## config.mk

```make
export PLATFORM = sky130hd
export DESIGN_NAME = matmul_host_seq
export DESIGN_NICKNAME = d
export VERILOG_FILES = /design/src/rtl/matmul_host_seq.sv
export SDC_FILE = /design/constraint.sdc
export NUM_CORES = 1
export LEC_CHECK = 0
export ABC_AREA = 1
export CAP_MARGIN = 20
export CORE_MARGIN = 2
export CORE_UTILIZATION = 49
export CTS_CLUSTER_SIZE = 8
export DETAILED_ROUTE_END_ITERATION = 7
export GPL_TIMING_DRIVEN = 0
export PLACE_DENSITY = 0.79
export SYNTH_ARGS = -nofsm -noshare
export SYNTH_HDL_FRONTEND = slang
export SYNTH_SLANG_ARGS = --single-unit
export TNS_END_PERCENT = 1
```

## constraint.sdc

```tcl
create_clock -name clk -period 1.88 [get_ports clk]
set_input_delay 0.47 -clock clk [delete_from_list [all_inputs] [get_ports clk]]
set_output_delay 0.47 -clock clk [all_outputs]
set_load 0.03 [all_outputs]
```

## src/rtl/matmul_host_seq.sv

```systemverilog
// matmul_host_seq
//   Host-side sequencer for a 2x2 matrix multiplier with 2-bit elements.
//   Each frame collects eight operand elements from a valid/ready stream
//   (a11,a12,a21,a22,b11,b12,b21,b22), fires the multiplier for one cycle,
//   captures its 4-bit results, and then streams c11,c12,c21,c22 out.
//
//   Optional feature (define MATMUL_HOST_RANGE_CHECK_EN):
//     an element value of 3 is treated as out of range; the frame reports
//     err=1 and drains four zero results instead of the multiplier output.
//     Without the macro, err is tied low and results pass through unchanged.
//
// Ports
//   clk        rising-edge clock
//   reset      synchronous, active-high reset
//   in_valid   operand element offered
//   in_ready   block accepts element (only while loading)
//   in_data    2-bit operand element
//   mm_a       packed A: a11[1:0] a12[3:2] a21[5:4] a22[7:6]
//   mm_b       packed B, same layout
//   mm_en      one-cycle multiplier enable
//   mm_c_lo    c11[3:0] c12[7:4]
//   mm_c_hi    c21[3:0] c22[7:4]
//   out_valid  result element offered
//   out_ready  sink accepts element
//   out_data   4-bit result element
//   out_last   marks c22, the final element of the frame
//   err        current frame contained an out-of-range element
//
// state  | meaning
// LOAD   | accept 8 operand elements into mm_a/mm_b
// ISSUE  | single cycle, mm_en high
// CAPT   | single cycle, register mm_c_lo/mm_c_hi into the result buffer
// DRAIN  | stream the four results, advance on out_valid & out_ready

module matmul_host_seq (
  input  logic       clk,
  input  logic       reset,
  input  logic       in_valid,
  output logic       in_ready,
  input  logic [1:0] in_data,
  output logic [7:0] mm_a,
  output logic [7:0] mm_b,
  output logic       mm_en,
  input  logic [7:0] mm_c_lo,
  input  logic [7:0] mm_c_hi,
  output logic       out_valid,
  input  logic       out_ready,
  output logic [3:0] out_data,
  output logic       out_last,
  output logic       err
);

  localparam logic [1:0] ST_LOAD  = 2'd0;
  localparam logic [1:0] ST_ISSUE = 2'd1;
  localparam logic [1:0] ST_CAPT  = 2'd2;
  localparam logic [1:0] ST_DRAIN = 2'd3;

  logic [1:0]  state;
  logic [2:0]  load_cnt;
  logic [1:0]  out_idx;
  logic [15:0] result;
  logic        in_fire;
  logic        out_fire;
  logic        frame_bad;

  assign in_ready  = (state == ST_LOAD);
  assign mm_en     = (state == ST_ISSUE);
  assign out_valid = (state == ST_DRAIN);
  assign in_fire   = in_valid & in_ready;
  assign out_fire  = out_valid & out_ready;
  assign out_last  = out_valid & (out_idx == 2'd3);

`ifdef MATMUL_HOST_RANGE_CHECK_EN
  logic err_q;
  logic elem_bad;

  assign elem_bad = (in_data == 2'd3);

  // The first transfer of a frame restarts the flag, so a stale error from
  // the previous frame stays visible until new data actually arrives.
  always_ff @(posedge clk) begin
    if (reset) begin
      err_q <= 1'b0;
    end else if (in_fire) begin
      if (load_cnt == 3'd0) err_q <= elem_bad;
      else                  err_q <= err_q | elem_bad;
    end
  end

  assign err       = err_q;
  assign frame_bad = err_q;
`else
  assign err       = 1'b0;
  assign frame_bad = 1'b0;
`endif

  always_ff @(posedge clk) begin
    if (reset) begin
      state    <= ST_LOAD;
      load_cnt <= 3'd0;
      out_idx  <= 2'd0;
      result   <= 16'd0;
      mm_a     <= 8'd0;
      mm_b     <= 8'd0;
    end else begin
      case (state)
        ST_LOAD: begin
          if (in_fire) begin
            // Counter bit 2 selects the B matrix; bits 1:0 pick the slot.
            if (!load_cnt[2]) mm_a[{load_cnt[1:0], 1'b0} +: 2] <= in_data;
            else              mm_b[{load_cnt[1:0], 1'b0} +: 2] <= in_data;
            load_cnt <= load_cnt + 3'd1;
            if (load_cnt == 3'd7) state <= ST_ISSUE;
          end
        end
        ST_ISSUE: begin
          state <= ST_CAPT;
        end
        ST_CAPT: begin
          result  <= frame_bad ? 16'd0 : {mm_c_hi, mm_c_lo};
          out_idx <= 2'd0;
          state   <= ST_DRAIN;
        end
        ST_DRAIN: begin
          if (out_fire) begin
            out_idx <= out_idx + 2'd1;
            if (out_idx == 2'd3) state <= ST_LOAD;
          end
        end
        default: state <= ST_LOAD;
      endcase
    end
  end

  // Result buffer is {c22, c21, c12, c11}; index order matches the stream.
  always_comb begin
    out_data = 4'd0;
    if (out_valid) begin
      case (out_idx)
        2'd0:    out_data = result[3:0];
        2'd1:    out_data = result[7:4];
        2'd2:    out_data = result[11:8];
        default: out_data = result[15:12];
      endcase
    end
  end

endmodule

```

==> run metrics, run 1 <==
Routed WL per cell=10.59 um; Pint=1.687 mW; buffer levels on the longest clock path=2; power per cell area=1106 nW/um2; post-layout total power=2.816 mW; Sequential Area=788.3 um2; CTS Buf Count=5; # setup viols final=0; highest ir drop seen on vdd=859.4 uV; leading area contributor after synthesis=dfxtp_1; CTS HTree Levels=2; fmax=roughly 550 MHz; clock latency on the worst-skew pair=280 ps; largest net degree at the start of global routing=11; final hold vios=0; ys async rst share=0; Die W=about 67 um; Mapped Cells=between 200 and 300; most frequent cells in the layout=nand2_1 (73), nor2_1 (64), clkdlybuf4s50_1 (37); largest fanout on the critical path=5; RSZ-0062 raised after global routing=yes; leading cell type in the layout, fill and taps excluded=nand2_1; core area=around 3700 um2; initial core utilization=0.5180; CP Capture Type=output pin; Die ar.=4477 um2; Max-Cap Viols=0; clock network power share=0.180; Netlist Area Pre-Place=around 1900 um2; Tmin final=approximately 1800 ps; Placer Congestion=0.8139; sw power=1.129 mW; routed vias/inst=4.749; Final ANT Viol Nets=0; CP required=1410 ps; hold bufs inserted after CTS=0; clock sink count=39; layout cells sized above 1=0.1078; Total GRT Usage=0.2026; Root Buffer=clkbuf_8; Avg Cell Area, Syn=6.853 um2; Synth top area share=0.4026; Inserted Diodes=0; combinational fraction of design power=0.419; FILL cells=351; DR pass1 iterations=5; skew final=2.455 ps; first-pass GRT wire length=6975 um; DP HPWL=3016 um; Nets=371; Crit path arrival time=~1300 ps; sequential share of the synthesized area=0.4026; FP Rows=22; HP Class=register to register; area delta synth->final=31.35%; final WL=4044 um; part of the cycle the worst path needs=0.9593; final core utilization=0.6805; # DRC=0; # IOs=47; #FFs+latches synth=39; DP Worst Slack=-246.4 ps; number of global-route vias before repair=1,691; number of synthesized flops with an enable pin=0; Synth Flop Type=dfxtp_1; post-CTS setup buffers=0; crit path launch type=register; initial antenna violation count=0; Reg clk slew, reported paths=70 ps; syn nets=319; Ys Warns=0; fin. max-slew vios=0; TritonCTS clock tree=built; port bufs=45; post-synth cell types=22; Sequential Power Share=0.401; final setup margin=76.56 ps; Die Ht=66.91 um; Sw Share=0.4010; area of the multi-input gates=between 1000 and 1500 um2; vias post-DR=1,814; Setup Crit Path Kind=register to output pin; top cells by area, synth=dfxtp_1 (40%), nand2_1 (14%), nor2_1 (12%); Leakage=1.216 nW; GRT Residual Overflow=0; Initial DRC Count=126; status=complete, no violations
==> layout make-up <==
class                      count  area share
clock buffer                   6     0.02849
inverter                      32     0.04715
tap                           48     0.02358
sequential                    39      0.3094
multi-input combinational    205      0.3959
buffer                         7     0.02063
timing repair buffer          45      0.1749
==> flip-flops by register name, summed over array words and instances (netlist names) <==
| register | count |
|---|---|
| result | 16 |
| state | 2 |
| mm_a | 8 |
| load_cnt | 3 |
| mm_b | 8 |
| out_idx | 2 |
==> synthesized netlist by cell type, types with 2 or more instances <==
library cell	instances
nor2_1	64
o21ai_0	14
nor3_1	4
a21oi_1	9
o21ai_1	7
inv_2	2
nand2_2	3
buf_2	4
dfxtp_1	39
ha_1	14
nand3_1	9
inv_1	30
nor2_4	2
nand2_1	74
==> worst max-delay path: stages (launching register included) <==
cell,delay [ps]
dfxtp_4,360
ha_1,200
inv_1,70
nand2_2,70
inv_2,90
nand2_1,50
nand2_1,80
buf_6,130
==> cells by family (layout without fill, tap and decap cells) <==
logic type | count (synthesis) | in the layout | share of synthesized area
flip-flops | 39 | 39 | 0.4026
AND/OR/NAND/NOR | 159 | 159 | 0.3348
other | 1 | 1 | 0.001934
adder cells (fa/ha/maj) | 14 | 14 | 0.09032
buffers and inverters | 39 | 90 | 0.08903
AO/OA/AOI/OAI | 31 | 31 | 0.08129
==> power groups by stage <==
stage	logic [mW]	clock network, mW	registers [mW]
6_report	1.18	0.507	1.13
4_1_cts	1.18	0.520	1.13
5_1_grt	1.34	0.559	1.15
3_5_place_dp	1.18	0	1.14
2_1_floorplan	0.825	0	1.16
3_3_place_gp	1.16	0	1.13
==> metal layers <==
layer,GRT usage,vias up,wire [um]
li1,-,970,-
met1,0.2606,795,2028
met2,0.3250,47,1721
met3,0.06081,2,272
met4,0.06122,0,21
met5,0,-,0
==> path summary, 6_finish.rpt <==
| check | startpoint | end | slack (ps) | cells past startpoint |
|---|---|---|---|---|
| setup / recovery | out_idx[0]$_SDFFE_PP0P_ | out_data[0] | 80 | 7 |
| hold / removal | out_idx[0]$_SDFFE_PP0P_ | out_idx[0]$_SDFFE_PP0P_ | 460 | 1 |
| setup reg to reg | load_cnt[0]$_SDFFE_PP0P_ | mm_b[1]$_SDFFE_PP0P_ | 310 | 7 |
| hold reg to reg | out_idx[0]$_SDFFE_PP0P_ | out_idx[0]$_SDFFE_PP0P_ | 460 | 1 |
==> stage by stage <==
step / cells / setup TNS (ps) / hold slack [ps] / instance area, um2
after floorplan: 283 / 0 / 452.6 / 1942
after global placement: 376 / -895.2 / 459.5 / 2452
after detailed placement: 376 / -1033 / 460.8 / 2452
after CTS: 382 / -31.92 / 471.7 / 2525
after global routing: 382 / -31.74 / 477.6 / 2547
final: 382 / 0 / 460.5 / 2547
==> what timing repair did <==
| action | 4_1_cts | 5_1_grt |
|---|---|---|
| setup endpoints to repair | 8 | 5 |
| pin swaps | 0 | 1 |
| resized for setup | 34 | 15 |
Note: power is estimated with default switching activity, not from simulation.
==> inputs of run 2 (changes only) <==
--- a/config.mk
+++ b/config.mk
@@ -9,10 +9,12 @@
 export CAP_MARGIN = 20
 export CORE_MARGIN = 2
 export CORE_UTILIZATION = 49
+export CTS_CLUSTER_DIAMETER = 100
 export CTS_CLUSTER_SIZE = 8
 export DETAILED_ROUTE_END_ITERATION = 7
 export GPL_TIMING_DRIVEN = 0
 export PLACE_DENSITY = 0.79
+export SLEW_MARGIN = 15
 export SYNTH_ARGS = -nofsm -noshare
 export SYNTH_HDL_FRONTEND = slang
 export SYNTH_SLANG_ARGS = --single-unit
==> results of run 2 <==
No change in the layout: final DEF, timing and power equal those of run 1.
